<file path="src/rtl/fir_pkg.sv">
// ============================================================================
// Module      : fir_pkg
// Description : Shared constants and FIFO operation encoding for the FIR
//               decimating output buffer.
// Revision    : 1.0 - initial release
// ============================================================================
`default_nettype none

package fir_pkg;

   // Depth of the FIR tap pipeline; samples before it is full are invalid.
   localparam int FIR_LAT    = 10;

   localparam int DEF_DATA_W = 32;
   localparam int DEF_OUT_W  = 16;
   localparam int DEF_DEPTH  = 8;
   localparam int DEF_SHIFT  = 8;
   localparam int DEF_DECIM  = 4;

   typedef enum logic [1:0] {
      FIFO_IDLE = 2'd0,
      FIFO_PUSH = 2'd1,
      FIFO_POP  = 2'd2,
      FIFO_BOTH = 2'd3
   } fifo_op_e;

   function automatic fifo_op_e fifo_op(input logic wr, input logic rd);
      return fifo_op_e'({rd, wr});
   endfunction

endpackage : fir_pkg

`default_nettype wire

</file>
<file path="src/rtl/fir_sync_fifo.sv">
// ============================================================================
// Module      : fir_sync_fifo
// Description : Single-clock FIFO; a push into a full FIFO succeeds only when
//               a pop happens in the same cycle.
// Revision    : 1.0 - initial release
// ============================================================================
`default_nettype none

module fir_sync_fifo
   import fir_pkg::*;
#(
   parameter int WIDTH = DEF_OUT_W,
   parameter int DEPTH = DEF_DEPTH
) (
   input  logic                     clk,
   input  logic                     rst_n,
   input  logic                     push,
   input  logic [WIDTH-1:0]         wdata,
   input  logic                     pop,
   output logic [WIDTH-1:0]         rdata,
   output logic                     full,
   output logic                     empty,
   output logic [$clog2(DEPTH):0]   level
);

   localparam int AW = $clog2(DEPTH);

   logic [WIDTH-1:0] mem_q [DEPTH];
   logic [AW-1:0]    wr_ptr_q;
   logic [AW-1:0]    rd_ptr_q;
   logic [AW:0]      level_q;
   logic             w_wr_en;
   logic             w_rd_en;

   assign empty   = (level_q == '0);
   assign full    = (level_q == (AW+1)'(DEPTH));
   assign level   = level_q;
   assign w_rd_en = pop && !empty;
   assign w_wr_en = push && (!full || w_rd_en);
   assign rdata   = empty ? '0 : mem_q[rd_ptr_q];

   always_ff @(posedge clk or negedge rst_n) begin
      if (!rst_n) begin
         wr_ptr_q <= '0;
         rd_ptr_q <= '0;
         level_q  <= '0;
      end else begin
         if (w_wr_en) begin
            wr_ptr_q <= wr_ptr_q + 1'b1;
         end
         if (w_rd_en) begin
            rd_ptr_q <= rd_ptr_q + 1'b1;
         end
         case (fifo_op(w_wr_en, w_rd_en))
            FIFO_PUSH: level_q <= level_q + 1'b1;
            FIFO_POP:  level_q <= level_q - 1'b1;
            default:   level_q <= level_q;
         endcase
      end
   end

   // Storage carries no reset; the pointers alone define what is valid.
   always_ff @(posedge clk) begin
      if (w_wr_en) begin
         mem_q[wr_ptr_q] <= wdata;
      end
   end

endmodule : fir_sync_fifo

`default_nettype wire

</file>
<file path="src/rtl/fir_decim_buf.sv">
// ============================================================================
// Module      : fir_decim_buf
// Description : Qualifies FIR output samples after pipeline fill, decimates,
//               narrows with saturation and buffers into an output FIFO.
//               Define FIR_DECIM_ROUND_EN for round-half-up narrowing.
// Revision    : 1.0 - initial release
// ============================================================================
`default_nettype none

module fir_decim_buf
   import fir_pkg::*;
#(
   parameter int DATA_W = DEF_DATA_W,
   parameter int OUT_W  = DEF_OUT_W,
   parameter int SHIFT  = DEF_SHIFT,
   parameter int DECIM  = DEF_DECIM,
   parameter int DEPTH  = DEF_DEPTH
) (
   input  logic                     clk,
   input  logic                     rst_n,
   input  logic                     x_vld,
   input  logic [DATA_W-1:0]        y,
   output logic                     m_vld,
   input  logic                     m_rdy,
   output logic [OUT_W-1:0]         m_data,
   output logic [$clog2(DEPTH):0]   level,
   output logic                     ovf,
   input  logic                     ovf_clr
);

   localparam int FILL_W = $clog2(FIR_LAT + 1);
   localparam int PH_W   = (DECIM > 1) ? $clog2(DECIM) : 1;
   localparam int EXT_W  = (DATA_W + 1 > OUT_W) ? DATA_W + 1 : OUT_W + 1;
   localparam int RB_POS = (SHIFT > 0) ? SHIFT - 1 : 0;

   localparam logic signed [EXT_W-1:0] SAT_MAX =
      {{(EXT_W-OUT_W+1){1'b0}}, {(OUT_W-1){1'b1}}};
   localparam logic signed [EXT_W-1:0] SAT_MIN =
      {{(EXT_W-OUT_W+1){1'b1}}, {(OUT_W-1){1'b0}}};
   localparam logic signed [EXT_W-1:0] ROUND_BIAS =
      (SHIFT > 0) ? (EXT_W'(1) << RB_POS) : '0;

   logic              vld_d1_q;
   logic [FILL_W-1:0] fill_cnt_q;
   logic [FILL_W-1:0] fill_cnt_d;
   logic [PH_W-1:0]   ph_q;
   logic [PH_W-1:0]   ph_d;
   logic              ovf_q;
   logic              ovf_d;

   logic              w_qual;
   logic              w_push;
   logic              w_full;
   logic              w_empty;
   logic              w_overflow;
   logic [OUT_W-1:0]  w_narrow;

   logic signed [EXT_W-1:0] w_y_ext;
   logic signed [EXT_W-1:0] w_sum;
   logic signed [EXT_W-1:0] w_shifted;

   // Fill counter and decimation phase both restart on any gap in vld_d1.
   always_comb begin
      fill_cnt_d = '0;
      ph_d       = '0;
      w_qual     = vld_d1_q && (fill_cnt_q == FILL_W'(FIR_LAT));
      if (vld_d1_q) begin
         fill_cnt_d = (fill_cnt_q == FILL_W'(FIR_LAT)) ? fill_cnt_q
                                                        : fill_cnt_q + 1'b1;
         ph_d       = ph_q;
         if (w_qual) begin
            ph_d = (ph_q == PH_W'(DECIM - 1)) ? '0 : ph_q + 1'b1;
         end
      end
   end

   assign w_push = w_qual && (ph_q == '0);

   always_comb begin
      w_y_ext = {{(EXT_W-DATA_W){y[DATA_W-1]}}, y};
`ifdef FIR_DECIM_ROUND_EN
      w_sum   = w_y_ext + ROUND_BIAS;
`else
      w_sum   = w_y_ext;
`endif
      w_shifted = w_sum >>> SHIFT;
      if (w_shifted > SAT_MAX) begin
         w_narrow = SAT_MAX[OUT_W-1:0];
      end else if (w_shifted < SAT_MIN) begin
         w_narrow = SAT_MIN[OUT_W-1:0];
      end else begin
         w_narrow = w_shifted[OUT_W-1:0];
      end
   end

   // A push into a full FIFO is lost unless a pop frees the slot this cycle.
   assign m_vld      = !w_empty;
   assign w_overflow = w_push && w_full && !(m_vld && m_rdy);
   assign ovf_d      = w_overflow ? 1'b1 : (ovf_clr ? 1'b0 : ovf_q);
   assign ovf        = ovf_q;

   always_ff @(posedge clk or negedge rst_n) begin
      if (!rst_n) begin
         vld_d1_q   <= 1'b0;
         fill_cnt_q <= '0;
         ph_q       <= '0;
         ovf_q      <= 1'b0;
      end else begin
         vld_d1_q   <= x_vld;
         fill_cnt_q <= fill_cnt_d;
         ph_q       <= ph_d;
         ovf_q      <= ovf_d;
      end
   end

   fir_sync_fifo #(
      .WIDTH (OUT_W),
      .DEPTH (DEPTH)
   ) u_fifo (
      .clk   (clk),
      .rst_n (rst_n),
      .push  (w_push),
      .wdata (w_narrow),
      .pop   (m_rdy),
      .rdata (m_data),
      .full  (w_full),
      .empty (w_empty),
      .level (level)
   );

endmodule : fir_decim_buf

`default_nettype wire

</file>
<file path="config.mk">
export PLATFORM = sky130hd
export DESIGN_NAME = fir_decim_buf
export DESIGN_NICKNAME = d
export VERILOG_FILES = /design/src/rtl/fir_pkg.sv /design/src/rtl/fir_sync_fifo.sv /design/src/rtl/fir_decim_buf.sv
export SDC_FILE = /design/constraint.sdc
export NUM_CORES = 1
export LEC_CHECK = 0
export CORE_AREA = 2 2 136 138
export CTS_CLUSTER_SIZE = 24
export DETAILED_ROUTE_END_ITERATION = 8
export DIE_AREA = 0 0 138 140
export GPL_TIMING_DRIVEN = 1
export PLACE_DENSITY = 0.52
export SYNTH_ARGS = -nofsm -noshare
export SYNTH_HDL_FRONTEND = slang
export SYNTH_SLANG_ARGS = --single-unit
</file>
<file path="constraint.sdc">
create_clock -name clk -period 3.24 [get_ports clk]
set_clock_uncertainty 0.05 [all_clocks]
set_input_delay 0.648 -clock clk [delete_from_list [all_inputs] [get_ports clk]]
set_output_delay 0.648 -clock clk [all_outputs]
set_load 0.005 [all_outputs]
</file>
Word level (Yosys, flattened, before mapping)
Memory sizes are Yosys's and may differ from the RTL's.
Index checks and enable logic that the tools add are counted.
Storage, ports and cells
  register bits: 18
  bits in latches: 0
  bits in writable memories: 128
  memory bits (read-only): 0
  bits of input ports: 37
  output and inout bits: 22
  logic and storage cells: 50
  memories: 1
Memory list
  u_fifo.mem_q: words 8, width 16, read ports 1, clocked after Yosys merged registers in 0, write ports 1, RTL line fir_sync_fifo.sv:28  | logic [WIDTH-1:0] mem_q [DEPTH];
Operators by class
  add/sub/neg operators: 6
  multiply operators: 0
  div/mod/pow operators: 0
  $lt $le $gt $ge: 2
  equality and inequality tests: 7
  shift operators: 0
  muxes and demuxes: 13
  bitwise gates (word level): 0
  reductions and logical operators: 14
Operators with widths (count)
  16-bit two-way mux: 3
  24-bit by 16-bit greater-than comparator with 1-bit output, second input constant: 1
  24-bit by 16-bit less-than comparator with 1-bit output, second input constant: 1
  4-bit by 1-bit adder with 4-bit output, second input constant: 2
  4-bit equality test, second input constant: 2
  4-bit two-way mux: 2
  4-bit case mux with 2 select lines: 1
  3-bit by 1-bit adder with 3-bit output, second input constant: 2
  1-bit logical AND: 6
  2-bit two-way mux: 3
  2-bit equality test, second input constant: 2
  4-bit logical NOT: 1
  1-bit two-way mux: 4
  2-bit nonzero test: 2
  4-bit by 1-bit subtractor with 4-bit output, second input constant: 1
  1-bit logical NOT: 3
  2-bit by 1-bit adder with 2-bit output, second input constant: 1
  2-bit by 1-bit equality test with 1-bit output, second input constant: 1
  2-bit logical NOT: 1
  2-bit by 1-bit inequality test with 1-bit output, second input constant: 1
  2-bit inequality test, second input constant: 1
  1-bit logical OR: 1

Depth between registers and ports, before layout
  depth after elaboration: 7
  gate-level depth with buffers: 9
  depth with buffers taken out: 9

By module
From an unflattened synthesis, not the netlist that was laid out.
Second synthesis, totals
  cell total of the unflattened synthesis: 365
  area, all modules: 6292.3 µm²
Modules (own cells, without submodules)
  fir_sync_fifo: instances 1, cells each 284, area an instance 5567.8 µm², seq. area each 4093.9 µm²
  fir_decim_buf: instances 1, cells each 81, area an instance 724.4 µm², seq. area each 200.2 µm²

Worst setup path before layout
OpenSTA, ideal clock, no wires.
  path kind: register to register
  from: register fill_cnt_q[0]
  to: memory u_fifo.mem_q[2][0] in the netlist's numbering (enable)
  library setup time: 0.436 ns
  data arrival time: 2.860 ns
  data required time: 2.754 ns
  path slack: -0.106 ns
  cell stages (with the launch flop): 6
  buffers on the path: 0
  cell sequence: dfrtp_1 > inv_1 > ha_1 > and3b_1 > nand3_1 > nor4b_1
On the way
  longest elaborated chain between the ends: 6
Ends and longest elaborated chain
  start: declaration: RTL line fir_decim_buf.sv:44  | logic [FILL_W-1:0] fill_cnt_q;
  start signal: assignment: RTL line fir_decim_buf.sv:110  | fill_cnt_q <= fill_cnt_d;
  4-bit equality test: RTL line fir_decim_buf.sv:66  | w_qual = vld_d1_q && (fill_cnt_q == FILL_W'(FIR_LAT));
  1-bit logical AND: RTL line fir_decim_buf.sv:66
  1-bit logical AND: RTL line fir_decim_buf.sv:77  | assign w_push = w_qual && (ph_q == '0);
  1-bit logical AND: RTL line fir_sync_fifo.sv:39  | assign w_wr_en = push && (!full || w_rd_en);
  1-bit two-way mux: RTL line fir_sync_fifo.sv:64  | if (w_wr_en) begin
  1-bit two-way mux (not written as such): RTL line fir_sync_fifo.sv:65  | mem_q[wr_ptr_q] <= wdata;
  end: declaration: RTL line fir_sync_fifo.sv:28
Every way passes these cells.

Final worst setup path
  from: register u_fifo.rd_ptr_q[1]
  to: output m_data[6]
On the way
  longest elaborated chain between the ends: 2
Ends and longest elaborated chain
  start: declaration: RTL line fir_sync_fifo.sv:30  | logic [AW-1:0] rd_ptr_q;
  start signal: assignment: RTL line fir_sync_fifo.sv:52  | rd_ptr_q <= rd_ptr_q + 1'b1;
  memory 8 x 16 bit
  16-bit two-way mux: RTL line fir_sync_fifo.sv:40  | assign rdata = empty ? '0 : mem_q[rd_ptr_q];
  end: declaration: RTL line fir_decim_buf.sv:25  | output logic [OUT_W-1:0] m_data,
Every way passes these cells.

==> impl_results.md <==
- Final ANT Viol Nets: 0
- Top-count cell post-synth: edfxtp_1
- YS warnings: 0
- Final Cycle Share: 0.926
- Final Setup Violations: 0
- Async SR Flop Fraction: 0.123
- Largest net degree at the start of global routing: 24
- Min cycle time layout: 3.00 ns
- Synth area leaders: edfxtp_1, mux4_2, dfrtp_1
- DP Wirelength: 7890 um
- WL per Instance: 18.9 um
- Clk Latency, worst-skew pair: 0.41 ns
- Mapped Nets: 399
- Inst Count DP: 637
- Share of the yosys chip area belonging to registers: 0.699
- Total Wirelength: 12700 um
- Ant. Diodes: 0
- Total chip power: 5850 uW
- CTS tree: yes
- Crit path arrival time: 2.30 ns
- Slowest stage delay, CP: 0.47 ns
- Via count: 3269
- Drt pass-1 iters: 4
- Final Hold Fails: 0
- Power Dens Cells: 761 mW/mm^2
- DRC viols: 0
- First-pass GRT wire length: 19900 um
- # IOs: 59
- Finished Layout Cells: 669
- Final setup margin: 0.239 ns
- Top cell type's share of synthesized area: 0.625
- Pre-CTS setup slack: 0.450 ns
- Hold buffer count at cts: 0
- Clock slew at the register clock pins of the worst setup and hold paths: 0.06 ns
- Status: finished, final reports clean
- FF+latch count, synth: 146
- GRT Total Usage: 0.140
- Netlist Area Pre-Place: 0.00615 sq mm
- Fmax: 333 MHz
- Rows: 49
- Antenna violations before repair: 0
- Crit end category: output port
- Root Buffer: clkbuf_16
- NumNets Final: 471
- Avg Inst Size Synth: 17.3 sq um
- CP max-delay cell: dfrtp_1
- RSZ-0062 raised after global routing: no
- H-tree depth: 4
- Slew @ Worst Pin: 0.840 ns
- Die Y: 140 um
- Maximum vdd drop: 441 uV
- CP Max Fanout: 18
- Final Max Slew Viols: 0
- Area grow syn2layout: 25.0%
- Setup TNS: 0 ns
- Largest delay share family, worst path: buffers and inverters
- Main flop type after synthesis: edfxtp_1
- Crit-path cells: buf_4 -> mux4_2 -> mux2i_1 -> nor2_1 -> clkdlybuf4s50_1
- Post-Syn Instances: 355
- Number of buffers created by CTS: 17
- Layout fillers: 1605
- Ranking of synthesized cells by instance count: edfxtp_1, nor2_1, mux4_2, nand2_1
- Vias per inst: 4.89
- WP data required: 2.54 ns
- Initial core utilization: 0.346
- Initial DRC Count: 244
- PortBufs: 50
- Die area: 0.0193 sq mm
- Cell taking the most area after synthesis: edfxtp_1
- Layout cell share with drive strength beyond 1: 0.232
- EDFF count, synth: 128
- Vias in the first global route: 3495
- Buf/Inv on CP: 2
- Leak: 0.00261 uW
- Worst min-delay path class: reg2reg
- Netlist cell types: 42
- Max-Cap Viols: 0
- Gpl congestion: 0.682
- CTS Buffer Depth: 2
- Startpoint type of the worst setup path: flip-flop
- Core area: 0.0178 sq mm
- Slew headroom: 0.439
- Die Wd: 138 um
- Gr ovfl total: 0
- Clk sink count: 146
- Worst Setup Path Type: reg2out
state kept, by name (all words and copies together) (netlist names):
name,flops
ph_q,2
ovf,1
u_fifo.wr_ptr_q,3
u_fifo.rd_ptr_q,3
u_fifo.mem_q,128
vld_d1_q,1
fill_cnt_q,4
u_fifo.level,4
layer usage:
metal	up-vias	global-route usage	part of all wire
li1	1526	-	-
met1	1674	0.180	0.45
met2	64	0.233	0.50
met3	5	0.0410	0.037
met4	0	0.0354	0.0063
met5	-	0	0
cell type report:
class,count,area (sq um),area share
sequential,146,4300,0.559
clock buffer,18,429,0.0559
tap,229,287,0.0373
multi-input combinational,184,1790,0.233
timing repair buffer,72,682,0.0888
clock inverter,14,178,0.0231
inverter,6,22.5,0.00293
kinds of logic after synthesis:
logic type                 Yosys count  share of synthesized area
AOI/OAI and AO/OA                   28                     0.0334
xor gates and xnor gates             9                     0.0128
adders and majority gates            7                     0.0143
buffers and inverters               25                     0.0197
DFF                                146                      0.699
muxes                               52                      0.150
and+or+nand+nor                     88                     0.0706
worst paths after layout:
| path | start | end | slack [ns] | depth (start not counted) |
|---|---|---|---|---|
| setup / recovery | u_fifo.rd_ptr_q[1] | m_data[6] | 0.24 | 5 |
| hold / removal | ovf | ovf | 0.49 | 2 |
| setup reg to reg | fill_cnt_q[0] | u_fifo.mem_q[2][0] | 0.90 | 6 |
| hold reg to reg | ovf | ovf | 0.49 | 2 |
| max in group asynchronous | rst_n | u_fifo.rd_ptr_q[0] | 1.89 | 1 |
| min in group asynchronous | rst_n | u_fifo.level[2] | 0.67 | 1 |
per-stage QoR:
stage / util / hold WS, ns / area [sq um]
floorplan: - / 0.302 / 6160
global placement: 0.398 / 0.471 / 7070
detailed placement: 0.398 / 0.479 / 7070
CTS: 0.432 / 0.490 / 7680
global route: 0.432 / 0.514 / 7680
finish: 0.432 / 0.485 / 7680
repair_timing:
action                     in CTS  in global routing
resized for setup               0                  1
setup endpoints to repair       0                  1
buffers inserted                0                  0
tightest hold or removal path, cell delays in order, from the launching register on:
cell,delay (ns)
dfrtp_1,0.37
inv_1,0.05
o32ai_1,0.07
cells in the final DEF (no fill, tap or decap), types with 5 or more instances in the layout:
cell type	n
edfxtp_1	128
clkdlybuf4s50_1	50
nor2_1	36
mux4_2	32
nand2_1	26
buf_4	20
a21oi_1	18
mux2i_1	17
clkbuf_16	17
dfrtp_1	17
ha_1	7
xnor2_1	6
inv_1	5
power breakdown:
group	total (uW)	switching, uW	internal, uW	leakage, uW
Sequential	2230	136	2090	0.00138
Combinational	1620	659	960	0.000941
Clock	2000	776	1220	0.000291
Power figures use the tool's default switching activity.
